## config.mk

```make
export PLATFORM = sky130hd
export DESIGN_NAME = chimera_clu_pwr_seq_flat
export DESIGN_NICKNAME = d
export VERILOG_FILES = /design/src/rtl/chimera_clu_pwr_seq_if.sv /design/src/rtl/chimera_clu_pwr_seq.sv /design/src/flat_wrapper.sv
export SDC_FILE = /design/constraint.sdc
export NUM_CORES = 1
export LEC_CHECK = 0
export CAP_MARGIN = 20
export CELL_PAD_IN_SITES_DETAIL_PLACEMENT = 1
export CELL_PAD_IN_SITES_GLOBAL_PLACEMENT = 1
export CORE_ASPECT_RATIO = 0.7
export CORE_MARGIN = 10
export CORE_UTILIZATION = 43
export CTS_BUF_LIST = sky130_fd_sc_hd__clkbuf_16
export DETAILED_ROUTE_END_ITERATION = 7
export GPL_TIMING_DRIVEN = 0
export HOLD_SLACK_MARGIN = 0.06
export PLACE_DENSITY = 0.89
export SYNTH_ARGS = -nofsm -noshare
export SYNTH_HDL_FRONTEND = slang
export SYNTH_SLANG_ARGS = --single-unit
```

## constraint.sdc

```tcl
create_clock -name soc_clk_i -period 5.5 [get_ports soc_clk_i]
set_clock_uncertainty 0.2 [all_clocks]
set_input_delay 0.55 -clock soc_clk_i [delete_from_list [all_inputs] [get_ports soc_clk_i]]
set_output_delay 0.55 -clock soc_clk_i [all_outputs]
set_load 0.02 [all_outputs]
```

## src/rtl/chimera_clu_pwr_seq_if.sv

```systemverilog
// Per-cluster power request/status bundle between the config registers and
// the cluster-domain clock gates, resets and AXI isolation cells.
interface chimera_clu_pwr_seq_if #(
  parameter int NumClusters = 5
);
  logic [NumClusters-1:0] pwr_req_i;
  logic [NumClusters-1:0] err_clr_i;
  logic [NumClusters-1:0] iso_ack_i;
  logic [NumClusters-1:0] clk_en_o;
  logic [NumClusters-1:0] rst_no;
  logic [NumClusters-1:0] iso_en_o;
  logic [NumClusters-1:0] on_o;
  logic [NumClusters-1:0] busy_o;
  logic [NumClusters-1:0] err_o;
  logic [NumClusters-1:0] done_o;

  // Requester side: config registers plus the isolation acknowledge return.
  modport master (
    output pwr_req_i, err_clr_i, iso_ack_i,
    input  clk_en_o, rst_no, iso_en_o, on_o, busy_o, err_o, done_o
  );

  // Sequencer side.
  modport slave (
    input  pwr_req_i, err_clr_i, iso_ack_i,
    output clk_en_o, rst_no, iso_en_o, on_o, busy_o, err_o, done_o
  );
endinterface

```

## src/rtl/chimera_clu_pwr_seq.sv

```systemverilog
// Per-cluster power sequencer: orders clock enable, reset release and AXI
// isolation for each cluster, with isolation-acknowledge timeout detection.
module chimera_clu_pwr_seq #(
  parameter int NumClusters = 5,
  parameter int RstCycles   = 4,
  parameter int IsoTimeout  = 16
) (
  input logic                  soc_clk_i,
  input logic                  rst_i,
  chimera_clu_pwr_seq_if.slave bus
);

  localparam int CntMax = (RstCycles > IsoTimeout) ? RstCycles : IsoTimeout;
  localparam int CntW   = $clog2(CntMax + 1);
  localparam logic [CntW-1:0] RstLast = CntW'(RstCycles - 1);
  localparam logic [CntW-1:0] IsoLast = CntW'(IsoTimeout - 1);

  typedef enum logic [2:0] {
    OFF      = 3'd0,
    PU_RST   = 3'd1,
    PU_DEISO = 3'd2,
    ON       = 3'd3,
    PD_ISO   = 3'd4,
    PD_RST   = 3'd5,
    ERR      = 3'd6
  } state_e;

  for (genvar g = 0; g < NumClusters; g++) begin : g_ch
    state_e          state_q, state_d;
    logic [CntW-1:0] cnt_q, cnt_d;
    logic            done_q, done_d;
    logic            clk_en, rst_n, iso_en, on, busy, err;

    always_ff @(posedge soc_clk_i) begin
      if (rst_i) begin
        state_q <= OFF;
        cnt_q   <= '0;
        done_q  <= 1'b0;
      end else begin
        state_q <= state_d;
        cnt_q   <= cnt_d;
        done_q  <= done_d;
      end
    end

    // The request is only looked at in the two stable states, so a transition
    // always runs to completion before the opposite one can start.
    always_comb begin
      state_d = state_q;
      cnt_d   = cnt_q;
      done_d  = 1'b0;
      unique case (state_q)
        OFF:      if (bus.pwr_req_i[g]) state_d = PU_RST;
        PU_RST:   if (cnt_q == RstLast) state_d = PU_DEISO;
        PU_DEISO: begin
          if (!bus.iso_ack_i[g])     state_d = ON;
          else if (cnt_q == IsoLast) state_d = ERR;
        end
        ON:       if (!bus.pwr_req_i[g]) state_d = PD_ISO;
        PD_ISO: begin
          if (bus.iso_ack_i[g])      state_d = PD_RST;
          else if (cnt_q == IsoLast) state_d = ERR;
        end
        PD_RST:   if (cnt_q == RstLast) state_d = OFF;
        ERR:      if (bus.err_clr_i[g]) state_d = PD_RST;
        default:  state_d = OFF;
      endcase

      if (state_d != state_q) begin
        cnt_d = '0;
      end else if (state_q inside {PU_RST, PU_DEISO, PD_ISO, PD_RST}) begin
        cnt_d = cnt_q + CntW'(1);
      end

      done_d = ((state_q == PU_DEISO) && (state_d == ON)) ||
               ((state_q == PD_RST)   && (state_d == OFF));
    end

    // Outputs come from flops only, so nothing combinational reaches the pins.
    always_comb begin
      clk_en = 1'b1;
      rst_n  = 1'b1;
      iso_en = 1'b1;
      on     = 1'b0;
      busy   = 1'b0;
      err    = 1'b0;
      unique case (state_q)
        OFF: begin
          clk_en = 1'b0;
          rst_n  = 1'b0;
        end
        PU_RST: begin
          rst_n = 1'b0;
          busy  = 1'b1;
        end
        PU_DEISO: begin
          iso_en = 1'b0;
          busy   = 1'b1;
        end
        ON: begin
          iso_en = 1'b0;
          on     = 1'b1;
        end
        PD_ISO:  busy = 1'b1;
        PD_RST: begin
          rst_n = 1'b0;
          busy  = 1'b1;
        end
        ERR:     err = 1'b1;
        default: begin
          clk_en = 1'b0;
          rst_n  = 1'b0;
        end
      endcase
    end

    assign bus.clk_en_o[g] = clk_en;
    assign bus.rst_no[g]   = rst_n;
    assign bus.iso_en_o[g] = iso_en;
    assign bus.on_o[g]     = on;
    assign bus.busy_o[g]   = busy;
    assign bus.err_o[g]    = err;
    assign bus.done_o[g]   = done_q;
  end

endmodule
```

## src/flat_wrapper.sv

```systemverilog
// flat-port wrapper written by rule: the top's interface ports become plain ports
module chimera_clu_pwr_seq_flat 
#(
  parameter int NumClusters = 5,
  parameter int RstCycles   = 4,
  parameter int IsoTimeout  = 16
)
  (soc_clk_i, rst_i, bus_pwr_req_i, bus_err_clr_i, bus_iso_ack_i, bus_clk_en_o, bus_rst_no, bus_iso_en_o, bus_on_o, bus_busy_o, bus_err_o, bus_done_o);
  chimera_clu_pwr_seq_if #(.NumClusters(NumClusters)) bus_i ();
  input logic soc_clk_i;
  input logic rst_i;
  input wire logic [$bits(bus_i.pwr_req_i)-1:0] bus_pwr_req_i;
  input wire logic [$bits(bus_i.err_clr_i)-1:0] bus_err_clr_i;
  input wire logic [$bits(bus_i.iso_ack_i)-1:0] bus_iso_ack_i;
  output wire logic [$bits(bus_i.clk_en_o)-1:0] bus_clk_en_o;
  output wire logic [$bits(bus_i.rst_no)-1:0] bus_rst_no;
  output wire logic [$bits(bus_i.iso_en_o)-1:0] bus_iso_en_o;
  output wire logic [$bits(bus_i.on_o)-1:0] bus_on_o;
  output wire logic [$bits(bus_i.busy_o)-1:0] bus_busy_o;
  output wire logic [$bits(bus_i.err_o)-1:0] bus_err_o;
  output wire logic [$bits(bus_i.done_o)-1:0] bus_done_o;
  assign bus_i.pwr_req_i = bus_pwr_req_i;
  assign bus_i.err_clr_i = bus_err_clr_i;
  assign bus_i.iso_ack_i = bus_iso_ack_i;
  assign bus_clk_en_o = bus_i.clk_en_o;
  assign bus_rst_no = bus_i.rst_no;
  assign bus_iso_en_o = bus_i.iso_en_o;
  assign bus_on_o = bus_i.on_o;
  assign bus_busy_o = bus_i.busy_o;
  assign bus_err_o = bus_i.err_o;
  assign bus_done_o = bus_i.done_o;
  chimera_clu_pwr_seq #(.NumClusters(NumClusters), .RstCycles(RstCycles), .IsoTimeout(IsoTimeout)) u_core (.soc_clk_i(soc_clk_i), .rst_i(rst_i), .bus(bus_i));
endmodule
```

-- After elaboration in Yosys (flattened, before gate mapping)
Cells that the tools add are included.
- bits in registers: 45
- input port bits: 17
- output and inout port bits: 35
- word-level logic and storage cells: 200
- add/subtract/negate cells: 5
- equality and inequality tests: 50
- mux-type cells: 75
- reductions and logical operators: 55
- operators by type and width (operator ; count):
    two-way mux 3 bit ; 40
    case mux 3 bit (7 select lines) ; 5
    equality test 3 x 2 -> 1 bit, second input constant ; 15
    equality test 3 bit, second input constant ; 15
    OR reduction 4 bit ; 10
    logical NOT 3 bit ; 10
    two-way mux 1 bit ; 30
    OR reduction 6 bit ; 5
    adder 5 x 1 -> 5 bit, second input constant ; 5
    equality test 5 x 2 -> 1 bit, second input constant ; 5
    equality test 5 x 4 -> 1 bit, second input constant ; 5
    nonzero test 4 bit ; 5
    OR reduction 2 bit ; 10
    equality test 3 x 1 -> 1 bit, second input constant ; 5
    != test 3 bit ; 5
    logical AND 1 bit ; 10
    logical OR 1 bit ; 5

-- Longest topological paths before layout
- word-level depth: 7
- depth in mapped cells: 7
- mapped depth without buffers: 7

-- Worst setup path after synthesis
Ideal clock, no wire load.
- path type: register -> register
- start: register u_core.g_ch[2].cnt_q[0]
- end: register u_core.g_ch[2].cnt_q[4]
- setup time: 80 ps
- arrival time: 1949 ps
- required time: 5220 ps
- setup slack: 3271 ps
- cell stages (with the launch flop): 8
- path buffers: 0
- clock period less this slack: 2229 ps
- cells stage by stage: dfxtp_1 ha_1 and3_1 ha_1 or3b_1 a311oi_2 o2111ai_2 a211oi_2
- word-level cells in the longest chain between the ends: 6
- elaborated cells between the ends (all ways): 11
- classes of those cells: add/sub (1); eq/ne (3); mux (6); reduce/logical (1)
- RTL lines (item ; line ; text):
    start, declared ; chimera_clu_pwr_seq.sv:30 ; logic [CntW-1:0] cnt_q, cnt_d;
    start signal, assigned ; chimera_clu_pwr_seq.sv:41 ; cnt_q <= cnt_d;
    equality test 5 x 4 -> 1 bit ; chimera_clu_pwr_seq.sv:57, chimera_clu_pwr_seq.sv:62 ;
    two-way mux 3 bit ; chimera_clu_pwr_seq.sv:57, chimera_clu_pwr_seq.sv:62 ;
    two-way mux 3 bit (on tied branches) ; chimera_clu_pwr_seq.sv:61, chimera_clu_pwr_seq.sv:56 ;
    case mux 3 bit (7 select lines) ; chimera_clu_pwr_seq.sv:52 ; unique case (state_q)
    != test 3 bit ; chimera_clu_pwr_seq.sv:69 ; if (state_d != state_q) begin
    OR reduction 2 bit (no line) ; - ;
Parallel ways exist; a longest one is shown, timed or not.
A chain may end at the register's enable or synchronous reset.

-- Worst setup path in the final report
- start: register u_core.g_ch[0].state_q[1]
- end: output bus_on_o[0]
- word-level cells in the longest chain between the ends: 2
- RTL lines (item ; line ; text):
    start, declared ; chimera_clu_pwr_seq.sv:29 ; state_e state_q, state_d;
    start signal, assigned ; chimera_clu_pwr_seq.sv:40 ; state_q <= state_d;
    equality test 3 x 2 -> 1 bit ; chimera_clu_pwr_seq.sv:87 ; unique case (state_q)
    two-way mux 1 bit ; chimera_clu_pwr_seq.sv:87 ;
    end, declared ; flat_wrapper.sv:18 ; output wire logic [$bits(bus_i.on_o)-1:0] bus_on_o;
No other way between the ends.

==> impl_metrics.py <==
metrics = {
    "timing": {
        "fin_crit_ns": 3.023,
        "slew_headroom": 0.4362,
        "rsz0062_at_grt": "no",
        "holdWs_ns": 0.3159,
        "hold_viol": 0,
        "tns_ns": 0,
        "period_share": 0.5496,
        "drv_slew": 0,
        "finalSetupViolCount": 0,
        "maxClockFrequency_mhz": 330.8,
        "tightest_slew_ns": 0.8340,
    },
    "synthesis": {
        "synthArstFlopShare": 0,
        "synth_most_common_cell": "dfxtp_1",
        "seq_area_frac_synth": 0.2794,
        "synth.cell_area_mm2": 0.003224,
        "synthTopCellsByCount": "dfxtp_1, buf_4, nor2_1, a21oi_1, inv_1",
        "synth_top_area_frac": 0.2794,
        "ys_ff_latch": 45,
        "synth_cells": 411,
        "synth_area_leaders": "dfxtp_1, buf_4, ha_1",
        "synth_nets": 438,
        "synth_top_cell_by_area": "dfxtp_1",
        "syn_avg_cell_area_um2": 7.845,
        "synth_edf_count": 0,
        "synth_cell_types": 63,
        "ys.warnings.count": 0,
        "ys.flop_type": "dfxtp_1",
    },
    "routing": {
        "vias": 3117,
        "wl_mm": 9.198,
        "routedWlPerCell_um": 16.19,
        "drt_drc_violations_left": 0,
        "postRouteAntennaNets": 0,
        "drt_iter0_drc": 152,
        "viasPerCell": 5.488,
        "first_pass_iters": 4,
    },
    "clocking": {
        "cts.sinks": 45,
        "clockBufferDepth": 2,
        "cts_resized": 0,
        "cts_root_buf": "clkbuf_16",
        "cts_setup_buffers": 0,
        "clkTransAtPathRegs_ns": 0.06,
        "cts-hold-fix-buffers": 0,
        "cts_made_buffers": 5,
        "clock_latency_ns": 0.29,
        "cts_tree": "built",
        "h-tree-depth": 2,
    },
    "layout": {
        "syn2layout_area_growth_pct": 23.94,
        "fin_area_mm2": 0.003996,
        "layout.nets": 496,
        "layout-drive-gt1-share": 0.1319,
        "antenna_cells": 0,
    },
    "global_routing": {
        "grt-ovfl-total": 0,
        "grt_pass1_vias": 3170,
        "grt_pass1_wl_mm": 15.48,
        "antenna_found_initial": 0,
        "grtUsageTotal": 0.1613,
        "grt_max_degree": 14,
    },
    "floorplanning": {
        "die_h_um": 92.45,
        "core-area_mm2": 0.007287,
        "io_pins": 52,
        "initial_core_util": 0.4425,
        "rows": 26,
        "die_x_um": 123.5,
        "die-area_mm2": 0.01142,
    },
    "pwr": {
        "p_clk_frac": 0.382,
        "p_int_mw": 0.5565,
        "ir_worst_vdd_uv": 126.4,
        "p_leak_nw": 1.542,
        "p_sw_frac": 0.2612,
        "powerDensity_mw_per_mm2": 188.5,
        "power_frac_seq": 0.456,
        "combPwrFrac": 0.162,
        "switchingPower_mw": 0.1968,
    },
    "place": {
        "gp_congestion": 0.8737,
        "port_buffers": 51,
        "dp_hpwl_mm": 7.151,
        "post_dp_cell_area_mm2": 0.003857,
    },
    "worst_setup_path": {
        "crit_path_end_kind": "primary output",
        "crit_type": "reg2out",
        "startpoint_type": "flip-flop",
        "required_ns": 4.75,
        "cp_max_fo": 10,
        "worstPathArrival_ns": 2.27,
    },
    "hold_path": {
        "hold_class": "reg2reg",
    },
    "job": {
        "drv_cap": 0,
    },
    "run_status": {
        "status": "finished, final reports clean",
    },
}
[registers in the layout, summed over array words and instances, names as in the netlist]
signal               count
u_core.g_ch.state_q     15
u_core.g_ch.cnt_q       25
u_core.g_ch.done_q       5
[cells by family (layout without fill, tap and decap cells)]
family	count (synthesis)	after routing	synth area share
compound gates	85	85	0.1804
xor+xnor	15	15	0.04075
fa+ha+maj	10	10	0.03880
buf+inv	79	138	0.1358
flops	45	45	0.2794
mux	8	8	0.02561
simple gates	169	169	0.2992
[layout by cell type (no fill, tap or decap), types with 16 or more instances in the layout]
cell	netlist	final
clkdlybuf4s50_1	0	51
dfxtp_1	45	45
buf_4	36	36
nor2_1	33	33
inv_1	18	19
a21oi_1	19	19
nand2_1	17	17
o21ai_0	16	16
and3_1	16	16
nand3_1	16	16
[area by class of cell]
type | count | area [µm²]
inverters | 21 | 78.83
repair buffers | 51 | 510.5
flip-flops and latches | 45 | 900.9
fillers | 918 | 3291
clock inverters | 3 | 13.76
clock buffers | 5 | 125.1
plain buffers | 58 | 359.1
multi-input cells | 287 | 1886
well taps | 98 | 122.6
[path summary, 6_finish.rpt]
| check | slack (ns) | end | cells past startpoint | from |
|---|---|---|---|---|
| worst max-delay path | 2.48 | bus_on_o[0] | 6 | u_core.g_ch[0].state_q[1]$_SDFF_PP0_ |
| worst min-delay path | 0.32 | u_core.g_ch[2].cnt_q[1]$_SDFFE_PP0P_ | 2 | u_core.g_ch[2].cnt_q[1]$_SDFFE_PP0P_ |
| worst max register to register | 3.10 | u_core.g_ch[2].cnt_q[4]$_SDFFE_PP0P_ | 7 | u_core.g_ch[2].cnt_q[0]$_SDFFE_PP0P_ |
| worst min register to register | 0.32 | u_core.g_ch[2].cnt_q[1]$_SDFFE_PP0P_ | 2 | u_core.g_ch[2].cnt_q[1]$_SDFFE_PP0P_ |
[critical path, stage by stage (launching register included)]
cell and delay (ns):
dfxtp_1 0.43, clkbuf_1 0.34, nor2b_1 0.28, inv_1 0.10
nor2_1 0.12, buf_4 0.11, clkdlybuf4s50_1 0.60
[layer usage]
metal | routed length [µm] | share of wire | vias to the layer above | track usage
met3 | 522 | 0.057 | 9 | 0.03517
met1 | 4533 | 0.49 | 1483 | 0.2123
li1 | - | - | 1549 | -
met4 | 78 | 0.0085 | 0 | 0.03191
met5 | 0 | 0 | - | 0
met2 | 4064 | 0.44 | 76 | 0.2646
[power groups by stage]
stage          Sequential [mW]  Clock (mW)  Combinational, mW
2_1_floorplan            0.348           0             0.0766
3_3_place_gp             0.350           0              0.117
3_5_place_dp             0.351           0              0.121
4_1_cts                  0.343       0.295              0.122
5_1_grt                  0.345       0.308              0.135
6_report                 0.344       0.288              0.122
[metrics by stage]
stage                       util  total power [mW]  setup WS, ns  instances
after floorplan                -            0.4247         3.271        411
after global placement    0.5294            0.4664         2.836        560
after detailed placement  0.5294            0.4719         2.782        560
after CTS                 0.5484            0.7612         2.469        568
after global routing      0.5484            0.7874         2.238        568
final                     0.5484            0.7533         2.477        568
(Power assumes the default switching activity.)
